$ cat config.mk
export PLATFORM = sky130hd
export DESIGN_NAME = nibble_collect_fifo
export DESIGN_NICKNAME = d
export VERILOG_FILES = /design/src/rtl/nibble_collect_fifo.sv
export SDC_FILE = /design/constraint.sdc
export NUM_CORES = 1
export LEC_CHECK = 0
export ABC_CLOCK_PERIOD_IN_PS = 8350
export CORE_MARGIN = 4
export CORE_UTILIZATION = 45
export CTS_CLUSTER_SIZE = 14
export DETAILED_ROUTE_END_ITERATION = 10
export GPL_TIMING_DRIVEN = 1
export PLACE_DENSITY = 0.77
export SYNTH_ARGS = -nofsm -noshare
export SYNTH_HDL_FRONTEND = slang
export SYNTH_SLANG_ARGS = --single-unit
$ cat constraint.sdc
create_clock -name clk -period 8.35 [get_ports clk]
set_clock_uncertainty 0.15 [all_clocks]
set_input_delay 2.505 -clock clk [delete_from_list [all_inputs] [get_ports clk]]
set_output_delay 2.505 -clock clk [all_outputs]
set_load 0.01 [all_outputs]
$ cat src/rtl/nibble_collect_fifo.sv
// nibble_collect_fifo
// Assembles a serial bit stream into 4-bit nibbles (first bit lands in the
// MSB) and buffers complete nibbles in a circular FIFO of DEPTH entries.
// A nibble that completes while the buffer is full and nothing drains on the
// same edge is dropped, and the sticky overflow flag records it.
//
// Handshake: out_valid is high whenever the FIFO holds at least one nibble
// and out_data then shows the head entry. An entry is consumed on a rising
// edge where out_valid and out_ready are both high. out_ready while
// out_valid is low has no effect. out_valid/out_data/level come only from
// registers, so the consumer may make out_ready depend on them freely.
module nibble_collect_fifo #(
  parameter int DEPTH = 4
) (
  input  logic                     clk,
  input  logic                     rst,
  input  logic                     bit_in,
  input  logic                     bit_valid,
  input  logic                     flush,
  output logic [3:0]               out_data,
  output logic                     out_valid,
  input  logic                     out_ready,
  output logic [$clog2(DEPTH):0]   level,
  output logic [1:0]               bit_cnt,
  output logic                     overflow
);

  localparam int PW = $clog2(DEPTH);
  localparam int LW = PW + 1;
  localparam logic [LW-1:0] FULL_LEVEL = LW'(DEPTH);

  // Assembly state
  logic [2:0]    sh_q, sh_d;
  logic [1:0]    cnt_q, cnt_d;

  // FIFO state
  logic [3:0]    mem_q [DEPTH];
  logic [PW-1:0] wptr_q, wptr_d;
  logic [PW-1:0] rptr_q, rptr_d;
  logic [LW-1:0] level_q, level_d;
  logic          ovf_q, ovf_d;

  // Per-edge events
  logic          accept;
  logic          complete;
  logic [3:0]    nibble;
  logic          full;
  logic          pop;
  logic          push;
  logic          drop;

  // Decode what happens on the coming edge from registered state and inputs.
  always_comb begin
    accept   = bit_valid & ~flush;
    complete = accept & (cnt_q == 2'd3);
    nibble   = {sh_q, bit_in};
    full     = (level_q == FULL_LEVEL);
    pop      = (level_q != '0) & out_ready;
    // At full a same-edge pop frees the slot the new nibble needs.
    push     = complete & (~full | pop);
    drop     = complete & full & ~pop;
  end

  // Next-state for the shift register, counters, pointers and overflow flag.
  always_comb begin
    sh_d    = sh_q;
    cnt_d   = cnt_q;
    wptr_d  = wptr_q;
    rptr_d  = rptr_q;
    level_d = level_q;
    ovf_d   = ovf_q;

    if (flush) begin
      sh_d  = 3'b000;
      cnt_d = 2'd0;
    end else if (bit_valid) begin
      sh_d  = {sh_q[1:0], bit_in};
      cnt_d = cnt_q + 2'd1;
    end

    if (push) wptr_d = wptr_q + PW'(1);
    if (pop)  rptr_d = rptr_q + PW'(1);

    case ({push, pop})
      2'b10:   level_d = level_q + LW'(1);
      2'b01:   level_d = level_q - LW'(1);
      default: level_d = level_q;
    endcase

    if (drop) ovf_d = 1'b1;
  end

  // Control state register with synchronous reset.
  always_ff @(posedge clk) begin
    if (rst) begin
      sh_q    <= 3'b000;
      cnt_q   <= 2'd0;
      wptr_q  <= '0;
      rptr_q  <= '0;
      level_q <= '0;
      ovf_q   <= 1'b0;
    end else begin
      sh_q    <= sh_d;
      cnt_q   <= cnt_d;
      wptr_q  <= wptr_d;
      rptr_q  <= rptr_d;
      level_q <= level_d;
      ovf_q   <= ovf_d;
    end
  end

  // Nibble storage; cleared on reset so the array never holds X.
  always_ff @(posedge clk) begin
    if (rst) begin
      for (int i = 0; i < DEPTH; i++) mem_q[i] <= 4'h0;
    end else if (push) begin
      mem_q[wptr_q] <= nibble;
    end
  end

  // Outputs are pure functions of registered state; data masked when empty.
  always_comb begin
    out_valid = (level_q != '0);
    out_data  = out_valid ? mem_q[rptr_q] : 4'h0;
    level     = level_q;
    bit_cnt   = cnt_q;
    overflow  = ovf_q;
  end

endmodule

# Word level (Yosys, flattened, before mapping)
# Memory sizes are Yosys's and may differ from the RTL's. A register that Yosys moved wholly into a read port is not among the register bits.
# Index checks and enable logic that the tools add are counted.
# word_totals
reg_bits	13
latchBits	0
ramBits	16
mem_bits_ro	0
output_inout_bits	11
mem_count	1
# mem_list
name	depth	word_bits	rd	rd_ports_with_merged_regs	wr	line	source
mem_q	4	4	1	1	4	37	logic [3:0] mem_q [DEPTH];
# classes
add_sub_neg	5
n_mul	0
n_div	0
n_lt_le_gt_ge	0
n_eq_ne	4
shifts	0
muxes	12
n_bitwise	10
n_reduce_logical	4
# op_table
operator	count
$mux W4	2
$add A2 B1 Y2 const B	3
$and A1 B1 Y1	6
$mux W1	6
$mux W2	3
$pmux W3 S2	1
$eq A2 B2 Y1 const B	2
$reduce_or A4 Y1	1
$add A3 B1 Y3 const B	1
$eq A3 B3 Y1 const B	1
$not A1 Y1	3
$reduce_bool A3 Y1	1
$sub A3 B1 Y3 const B	1
$eq A2 B1 Y1 const B	1
$reduce_bool A2 Y1	1
$reduce_or A2 Y1	1
$or A1 B1 Y1	1

# Logic depth before layout (Yosys ltp)
# Gate-level depths: netlist (run 1).
# logic_depth
depth_word	9
mapped_depth	10
ltp_nobuf	10

# Worst setup path before layout (run 1)
# OpenSTA, ideal clock, no wires.
# synth_path
path_kind	input-to-reg
from	in out_ready
to	reg level_q[2] (netlist: level[2])
setup_ns	0.071
t_arrival_ns	4.245
path_slack_ns	3.884
cell_stages	9
path_cell_list	nor4b_2 -> nor2_1 -> inv_2 -> ha_1 -> inv_1 -> fa_1 -> xor2_1 -> or3_1 -> a21oi_1
# synth_between
elab_chain_len	5
# synth_rtl
item	line	source
from (decl)	22	input logic out_ready,
$and A1 B1 Y1 (*)	58	pop = (level_q != '0) & out_ready;
$or A1 B1 Y1	60	push = complete & (~full | pop);
$and A1 B1 Y1	60	
$eq A2 B1 Y1 / $eq A2 B2 Y1 (equally long branches)	84	case ({push, pop})
$pmux W3 S2 / $reduce_bool A2 Y1 (equally long branches)	--	
to (signal assigned)	107	level_q <= level_d;
to (decl)	40	logic [LW-1:0] level_q, level_d;
# Mark *: on every way between the ends. The rest lies on a longest branch, timed or not.
# A chain may end at the register's enable or synchronous reset.

# Worst setup path in the final report (run 1)
# Same ends and word-level chain as after synthesis.

==> results of run 1 <==
==> power by group through the flow <==
stage               Combinational (mW)  Clock (mW)  Sequential [mW]
floorplan                      0.00707           0            0.167
global placement                0.0116           0            0.167
detailed placement              0.0120           0            0.168
CTS                             0.0122       0.116            0.164
global route                    0.0131       0.125            0.165
finish                          0.0121       0.114            0.164
==> worst min path at each step <==
stage / start / to / slack, ns / depth (start not counted)
floorplan: rptr_q[1] / register / 0.31 / 2
global placement: rptr_q[1] / rptr_q[1] / 0.32 / 2
detailed placement: overflow / overflow / 0.31 / 2
CTS: overflow / overflow / 0.35 / 2
global route: overflow / overflow / 0.41 / 2
finish: overflow / overflow / 0.34 / 2
==> layout by cell type (no fill, tap or decap), types with 2 or more instances in the layout <==
cell	count
mux2i_1	4
inv_1	7
mux4_2	4
xor2_1	3
dfxtp_1	15
a21o_1	2
nor2_1	9
and3_1	9
o21ai_0	4
nor3_1	9
a21oi_1	4
o31ai_1	2
or3_1	2
clkbuf_4	5
ha_1	2
nor2b_1	4
and2_1	3
nand2_1	2
nor4_1	2
clkdlybuf4s50_1	16
nand3_1	2
edfxtp_1	16
==> registers in the layout (all words and copies together), names as in the netlist, named ones only <==
signal	count
sh_q	3
overflow	1
rptr_q	2
mem_q	16
level	3
bit_cnt	2
wptr_q	2
==> final cells by class <==
class,count,area [µm²]
Multi-Input combinational cell,77,577
Sequential cell,31,781
Clock buffer,5,37.5
Fill cell,260,1350
Tap cell,44,55.1
Inverter,8,30.0
Clock inverter,3,38.8
Timing Repair Buffer,16,160
==> metrics by stage <==
step / total power, mW / hold WS, ns / instances / utilization (%)
after global placement: 0.179 / 0.320 / 176 / 52.9
after detailed placement: 0.180 / 0.307 / 176 / 52.9
after floorplan: 0.174 / 0.309 / 120 / -
final: 0.290 / 0.344 / 184 / 55.5
after global routing: 0.302 / 0.414 / 184 / 55.5
after CTS: 0.292 / 0.349 / 184 / 55.5
==> critical path: cells and delay by family <==
kind                     cells  cell delay [ns]
AO/OA/AOI/OAI                1             0.16
XOR/XNOR                     1             0.16
buffers and inverters        3             0.66
adder cells (fa/ha/maj)      2             0.58
AND/OR/NAND/NOR              3             1.01
==> cells by family (layout without fill, tap and decap cells) <==
group / Yosys count / after routing
adder cells (fa/ha/maj): 3 / 3
AO/OA/AOI/OAI: 13 / 13
XOR/XNOR: 4 / 4
multiplexers: 8 / 8
AND/OR/NAND/NOR: 49 / 49
buffers and inverters: 12 / 32
flip-flops: 31 / 31
==> per-layer routing <==
layer | vias up | track usage (%) | wire (µm) | share of wire [%]
met5 | - | 0 | 0 | 0
met4 | 0 | 8.89 | 59 | 2.3
met3 | 5 | 4.04 | 138 | 5.4
met2 | 33 | 22.8 | 1280 | 50
met1 | 466 | 17.8 | 1100 | 43
li1 | 480 | - | - | -
==> results.json, run 1 <==
{
  "synth_xor_area_share_pct": 2.50,
  "grt_pass1_vias": 939,
  "synth.distinct_cells": 34,
  "antenna_found_initial": 0,
  "synth_fp_nets": 129,
  "min_period_ns": 4.96,
  "cp.required_ns": 8.47,
  "drt_iter0_markers": 53,
  "synth_compound_gate_area_share_pct": 5.61,
  "insertion_delay_ns": 0.34,
  "dr.pass1.iters": 4,
  "finalCritPeriodShare_pct": 59.4,
  "cpPeakStageDelay_ns": 0.49,
  "synthMuxAreaShare_pct": 9.27,
  "crit_fanout": 5,
  "pwr-share-seq_pct": 56.6,
  "worstSetupPathType": "in -> reg",
  "clk_path_buf_depth": 2,
  "clk_root_buffer_cell": "clkbuf_4",
  "syn_inst": 120,
  "rsz0062_at_grt": "no",
  "finalWirelength_um": 2580,
  "crit_start": "out_ready",
  "maxSlewHeadroom_pct": 50.6,
  "drc": 0,
  "cts.sinks": 31,
  "tightest_slew_ns": 0.735,
  "dpl_cell_area_um2": 1600,
  "path_cells": "clkdlybuf4s50_1 > nor4b_2 > nor2_1 > inv_2 > ha_1 > inv_1 > fa_1 > xor2_1 > or3_1 > a21oi_1",
  "overflow": 0,
  "h-tree-depth": 2,
  "cell_internal_pwr_mw": 0.230,
  "comb_power_share_pct": 4.2,
  "final_max_slew_viol_count": 0,
  "worst_r2r_startpoint": "level[0]",
  "r2r_end": "level[2]",
  "max-cap-violations": 0,
  "cts_tree": "built",
  "diodes": 0,
  "p_per_area_nw_per_um2": 173,
  "synth_top_cell_area_share_pct": 34.2,
  "place.port_buffers": 16,
  "synth_top_family_by_area": "simple AND/OR/NAND/NOR gates",
  "hold_violations": 0,
  "grt_use_total_pct": 14.6,
  "clk_pin_slew_worst_paths_ns": 0.10,
  "io_pins": 17,
  "dp_slack_ns": 3.06,
  "wl_per_cell_um": 14.0,
  "finish.net_count": 148,
  "cp-start-kind": "primary input",
  "setup_ws_ns": 3.39,
  "reg2regPathDepth": 9,
  "clock_power_share_pct": 39.2,
  "synth_fa_ha_area_share_pct": 3.21,
  "synth_seq_cells": 31,
  "ys_warn_count": 0,
  "die_y_um": 63.9,
  "syn_avg_cell_area_um2": 11.7,
  "synth_commonest_cells": "16 x edfxtp_1, 15 x dfxtp_1, 9 x and3_1, 9 x nor2_1, 9 x nor3_1",
  "setup_tns_ns": 0,
  "dp_hpwl_um": 1920,
  "fin_area_um2": 1680,
  "synthSimpleGateAreaFrac_pct": 20.5,
  "postCtsResizedCells": 0,
  "vias": 984,
  "cts_setup_buffers": 0,
  "critPathSlowestCell": "nor4b_2",
  "yosysMostFrequentCell": "edfxtp_1",
  "area_delta_synth_final_pct": 19.6,
  "synthArstFlopShare_pct": 0,
  "hold_buffers": 0,
  "regToRegSetupSlack_ns": 5.57,
  "grt_pass1_wl_um": 4460,
  "synth.yosys.seq_area_share_pct": 55.6,
  "syn_area_um2": 1400,
  "final_antenna_net_count": 0,
  "start_util_pct": 46.4,
  "cts_buffers": 5,
  "synthTopCellsByArea": "edfxtp_1 34%, dfxtp_1 21%, mux4_2 6.4%",
  "rows": 20,
  "core_um2": 3030,
  "drive_above_1_share_pct": 10.0,
  "status": "finished clean",
  "via_per_inst": 5.35,
  "setup_viol": 0,
  "arrival_ns": 5.07,
  "grt_max_degree": 19,
  "synth-edff-count": 16,
  "peakVddDrop_v": 0.0000838,
  "setup.worst_path.end": "level[2]",
  "crit_path_end_kind": "register",
  "switching_share_pct": 20.7,
  "gp_congestion": 0.801,
  "die_area_um2": 4080,
  "ys.flop_type": "edfxtp_1",
  "timing.fmax_mhz": 202,
  "switchingPower_mw": 0.0599,
  "yosysTopAreaCell": "edfxtp_1",
  "die_w_um": 63.9,
  "hp-class": "reg -> reg",
  "power.leakage_nw": 0.636
}
Power figures use the tool's default switching activity.
==> run 2: changes to the inputs <==
--- a/config.mk
+++ b/config.mk
@@ -5,13 +5,13 @@
 export SDC_FILE = /design/constraint.sdc
 export NUM_CORES = 1
 export LEC_CHECK = 0
-export ABC_CLOCK_PERIOD_IN_PS = 8350
+export ABC_CLOCK_PERIOD_IN_PS = 4500
 export CORE_MARGIN = 4
 export CORE_UTILIZATION = 45
 export CTS_CLUSTER_SIZE = 14
 export DETAILED_ROUTE_END_ITERATION = 10
 export GPL_TIMING_DRIVEN = 1
-export PLACE_DENSITY = 0.77
+export PLACE_DENSITY = 0.79
 export SYNTH_ARGS = -nofsm -noshare
 export SYNTH_HDL_FRONTEND = slang
 export SYNTH_SLANG_ARGS = --single-unit
==> constraint.sdc (replaced) <==
create_clock -name clk -period 4.5 [get_ports clk]
set_clock_uncertainty 0.15 [all_clocks]
set_input_delay 1.35 -clock clk [delete_from_list [all_inputs] [get_ports clk]]
set_output_delay 1.35 -clock clk [all_outputs]
set_load 0.01 [all_outputs]
==> run 2 against run 1 <==
  * Sequential power grew 85%
  * Critical path type unchanged
  * Register-to-register slack lost 3.8 ns
  * Critical path depth is the same
  * Power grew 64%
  * Via count shrank 3.0%
  * Clock-buffer cell count grew 1
  * Critical endpoint unchanged
  * Utilization shrank 0.87 points
  * Combinational power grew 83%
  * Routed wire length shrank 3.0%
==> results.json, run 2 (synthesized netlist as in run 1, its figures left out) <==
{
  "status": "finished clean",
  "clk_path_buf_depth": 2,
  "r2r_end": "level[2]",
  "crit_fanout": 5,
  "peakVddDrop_v": 0.000118,
  "crit_start": "out_ready",
  "diodes": 0,
  "crit_cells": 10,
  "start_util_pct": 46.4,
  "reg2regPathDepth": 9,
  "m1WireLength_um": 1090,
  "hp-class": "reg -> reg",
  "setup_tns_ns": 0,
  "overflow": 0,
  "dr_wl_met3_um": 132,
  "largest_register_ffs": 16,
  "final_cell_mix": "16 x clkdlybuf4s50_1, 16 x edfxtp_1, 15 x dfxtp_1",
  "dr.pass1.iters": 4,
  "rsz0062_at_grt": "no",
  "worst_r2r_startpoint": "level[0]",
  "timing.fmax_mhz": 267,
  "cpPeakStageDelay_ns": 0.48,
  "grt_pass1_wl_um": 4350,
  "clk_root_buffer_cell": "clkbuf_4",
  "maxSlewHeadroom_pct": 53.6,
  "via_per_inst": 5.18,
  "postCtsResizedCells": 0,
  "min_period_ns": 3.75,
  "power.leakage_nw": 0.623,
  "place.port_buffers": 16,
  "area_delta_synth_final_pct": 17.7,
  "grt_pass1_vias": 988,
  "hold_violations": 0,
  "drive_above_1_share_pct": 9.29,
  "core_um2": 3030,
  "cp-start-kind": "primary input",
  "h-tree-depth": 2,
  "insertion_delay_ns": 0.33,
  "met2RoutedLength_um": 1220,
  "io_pins": 17,
  "path_buf_inv": 3,
  "final_antenna_net_count": 0,
  "setup_viol": 0,
  "final_max_slew_viol_count": 0,
  "setup.worst_path.end": "level[2]",
  "arrival_ns": 3.85,
  "cts.sinks": 31,
  "rows": 20,
  "holdWs_ns": 0.345,
  "fillers": 260,
  "tightest_slew_ns": 0.691,
  "clk_pin_slew_worst_paths_ns": 0.08,
  "vias": 954,
  "die_area_um2": 4080,
  "grt_max_degree": 19,
  "dp_hpwl_um": 1860,
  "crit_path_end_kind": "register",
  "drc": 0,
  "die_w_um": 63.9,
  "cts_tree": "built",
  "critPathSlowestCell": "clkdlybuf4s50_1",
  "antenna_found_initial": 0,
  "highest_layer": "met4",
  "gp_congestion": 0.827,
  "largest-register": "mem_q",
  "cts_buffers": 5,
  "finish.net_count": 148,
  "cp.required_ns": 4.60,
  "path_cells": "clkdlybuf4s50_1 > nor4b_2 > nor2_1 > inv_2 > ha_1 > inv_1 > fa_1 > xor2_1 > or3_1 > a21oi_1",
  "p_per_area_nw_per_um2": 287,
  "wl_per_cell_um": 13.6,
  "max-cap-violations": 0,
  "critical-path-top-delay-family": "simple AND/OR/NAND/NOR gates",
  "finalCritPeriodShare_pct": 83.3,
  "finalWirelength_um": 2500,
  "grt_use_total_pct": 14.1,
  "worstSetupPathType": "in -> reg",
  "die_y_um": 63.9,
  "drt_iter0_markers": 24,
  "cts_setup_buffers": 0,
  "regToRegSetupSlack_ns": 1.81,
  "hold_buffers": 0
}
run 2: changes by cell type in the layout (fill, tap and decap cells not counted):
cell,delta
clkbuf_1,+1
bufinv_16,-1
run 2: how the worst min path moves through the flow:
| stage | start | to | slack [ns] | depth (start not counted) |
|---|---|---|---|---|
| 4_1_cts | overflow | overflow | 0.36 | 2 |
| 5_1_grt | overflow | overflow | 0.40 | 2 |
| 6_report | overflow | overflow | 0.34 | 2 |
| 2_1_floorplan | rptr_q[1] | register | 0.31 | 2 |
| 3_5_place_dp | overflow | overflow | 0.33 | 2 |
| 3_3_place_gp | rptr_q[1] | rptr_q[1] | 0.32 | 2 |
run 2: tightest hold or removal path, stage by stage (launching register included):
cell and delay, ns:
dfxtp_1 0.34, a21oi_1 0.04, nor2_1 0.08
run 2: layout make-up:
type                       count  area [µm²]  share of cell area, %
clock buffer                   6        41.3                   2.50
clock inverter                 2        8.76                  0.530
inverter                       8        30.0                   1.82
multi-input combinational     77         577                   34.9
sequential                    31         781                   47.2
tap                           44        55.1                   3.33
timing repair buffer          16         160                   9.69
run 2: stage by stage:
stage | instances | total power, mW | setup WS (ns) | area (µm²) | utilization [%]
floorplan | 120 | 0.323 | 1.19 | 1400 | -
global placement | 176 | 0.332 | 0.574 | 1600 | 52.9
detailed placement | 176 | 0.333 | 0.435 | 1600 | 52.9
CTS | 184 | 0.481 | 0.792 | 1650 | 54.6
global route | 184 | 0.494 | 0.663 | 1650 | 54.6
finish | 184 | 0.475 | 0.753 | 1650 | 54.6
run 2: power by group:
group          switching [mW]  internal [mW]
combinational          0.0117         0.0106
clock                  0.0900         0.0585
sequential            0.00254          0.302
run 2: layer usage:
| metal | track usage, % | vias to the layer above |
|---|---|---|
| met1 | 16.5 | 449 |
| met4 | 9.16 | 0 |
| li1 | - | 472 |
| met2 | 22.1 | 28 |
| met3 | 4.57 | 5 |
| met5 | 0 | - |
==> run 3: changes to the inputs <==
--- a/config.mk
+++ b/config.mk
@@ -5,13 +5,13 @@
 export SDC_FILE = /design/constraint.sdc
 export NUM_CORES = 1
 export LEC_CHECK = 0
-export ABC_CLOCK_PERIOD_IN_PS = 4500
+export ABC_CLOCK_PERIOD_IN_PS = 3900
 export CORE_MARGIN = 4
 export CORE_UTILIZATION = 45
 export CTS_CLUSTER_SIZE = 14
 export DETAILED_ROUTE_END_ITERATION = 10
 export GPL_TIMING_DRIVEN = 1
-export PLACE_DENSITY = 0.79
+export PLACE_DENSITY = 0.77
 export SYNTH_ARGS = -nofsm -noshare
 export SYNTH_HDL_FRONTEND = slang
 export SYNTH_SLANG_ARGS = --single-unit
==> constraint.sdc (replaced) <==
create_clock -name clk -period 3.9 [get_ports clk]
set_clock_uncertainty 0.15 [all_clocks]
set_input_delay 1.17 -clock clk [delete_from_list [all_inputs] [get_ports clk]]
set_output_delay 1.17 -clock clk [all_outputs]
set_load 0.01 [all_outputs]
==> run 3 against run 2 <==
  * Via count is 1.5% higher
  * Sequential power is 15% higher
  * Worst hold slack worse by 0.014 ns
  * Global-route usage is 0.66 points higher
  * Routed wire length is 6.1% higher
  * Critical endpoint unchanged
  * Highest routed layer unchanged
==> results.json, run 3 (synthesized netlist as in run 1, its figures left out) <==
{
  "clk_root_buffer_cell": "clkbuf_4",
  "timing.fmax_mhz": 296,
  "drc": 0,
  "largest_register_ffs": 16,
  "dr.pass1.iters": 4,
  "finish.net_count": 151,
  "peakVddDrop_v": 0.000233,
  "cp-start-kind": "primary input",
  "vias": 968,
  "grt_use_total_pct": 14.8,
  "largest-register": "mem_q",
  "die_w_um": 63.9,
  "hold_buffers": 0,
  "crit_fanout": 5,
  "rows": 20,
  "hold_violations": 0,
  "cp.required_ns": 4.01,
  "cts_buffers": 5,
  "cpPeakStageDelay_ns": 0.47,
  "arrival_ns": 3.49,
  "status": "finished clean",
  "tightest_slew_ns": 0.744,
  "drt_iter0_markers": 33,
  "path_cells": "clkdlybuf4s50_1 > nor4b_2 > nor2_1 > inv_2 > ha_1 > inv_1 > fa_1 > xor2_1 > or3_1 > a21oi_1",
  "finalCritPeriodShare_pct": 86.7,
  "grt_max_degree": 12,
  "final_cell_mix": "16 x clkdlybuf4s50_1, 16 x edfxtp_1, 15 x dfxtp_1",
  "fillers": 262,
  "grt_pass1_vias": 973,
  "min_period_ns": 3.38,
  "die_area_um2": 4080,
  "h-tree-depth": 2,
  "insertion_delay_ns": 0.32,
  "regToRegSetupSlack_ns": 1.40,
  "via_per_inst": 5.18,
  "rsz0062_at_grt": "no",
  "area_delta_synth_final_pct": 19.3,
  "clk_pin_slew_worst_paths_ns": 0.09,
  "core_um2": 3030,
  "overflow": 0,
  "place.port_buffers": 16,
  "fin_area_um2": 1680,
  "max-cap-violations": 0,
  "gp_congestion": 0.799,
  "critPathSlowestCell": "clkdlybuf4s50_1",
  "p_per_area_nw_per_um2": 327,
  "cts_setup_buffers": 0,
  "wl_per_cell_um": 14.2,
  "setup_viol": 0,
  "crit_path_end_kind": "register",
  "setup_tns_ns": 0,
  "final_antenna_net_count": 0,
  "die_y_um": 63.9,
  "io_pins": 17,
  "drive_above_1_share_pct": 11.2,
  "path_buf_inv": 3,
  "dp_hpwl_um": 2030,
  "finalWirelength_um": 2650,
  "critical-path-top-delay-family": "simple AND/OR/NAND/NOR gates",
  "final_max_slew_viol_count": 0,
  "start_util_pct": 46.4,
  "clk_path_buf_depth": 2,
  "grt_pass1_wl_um": 4550,
  "cts.sinks": 31,
  "worstSetupPathType": "in -> reg",
  "diodes": 0,
  "postCtsResizedCells": 0,
  "cts_tree": "built",
  "antenna_found_initial": 0,
  "hp-class": "reg -> reg",
  "maxSlewHeadroom_pct": 50.0,
  "dpl_cell_area_um2": 1630,
  "power.leakage_nw": 0.638
}
run 3: routing by layer:
layer,track usage (%),wire (µm),vias up
met3,5.27,140,9
met2,22.7,1280,28
met5,0,0,-
met4,8.36,91,0
met1,17.8,1140,451
li1,-,-,480
run 3: metrics by stage:
stage / hold WS (ns) / util, % / instances / setup WS, ns / power (mW)
2_1_floorplan: 0.309 / - / 120 / 0.769 / 0.373
3_3_place_gp: 0.310 / 53.7 / 179 / 0.335 / 0.385
3_5_place_dp: 0.312 / 53.7 / 179 / 0.191 / 0.386
4_1_cts: 0.339 / 55.3 / 187 / 0.531 / 0.554
5_1_grt: 0.375 / 55.3 / 187 / 0.371 / 0.571
6_report: 0.331 / 55.3 / 187 / 0.519 / 0.548
run 3: power breakdown:
group          total, mW  switching, mW  internal, mW
clock              0.169          0.102        0.0676
combinational     0.0275         0.0140        0.0135
sequential         0.351        0.00297         0.348
total              0.548          0.119         0.429
run 3: final timing paths:
check        startpoint  endpoint  cells after the start
max           out_ready  level[2]                     10
min reg2reg    overflow  overflow                      2
max reg2reg    level[0]  level[2]                      9
min            overflow  overflow                      2
run 3: worst reg2reg max path, cell delays in order, from the launching register on:
cell,delay (ns)
dfxtp_1,0.39
nor4b_2,0.34
nor2_1,0.16
inv_2,0.11
ha_1,0.19
inv_1,0.07
fa_1,0.39
xor2_1,0.16
or3_1,0.31
a21oi_1,0.16
run 3: cell type report:
type / instances / area, µm² / share of cell area [%]
flip-flops and latches: 31 / 781 / 46.6
multi-input cells: 77 / 577 / 34.4
repair buffers: 19 / 183 / 10.9
well taps: 44 / 55.1 / 3.29
clock buffers: 6 / 41.3 / 2.46
inverters: 8 / 30.0 / 1.79
clock inverters: 2 / 8.76 / 0.523
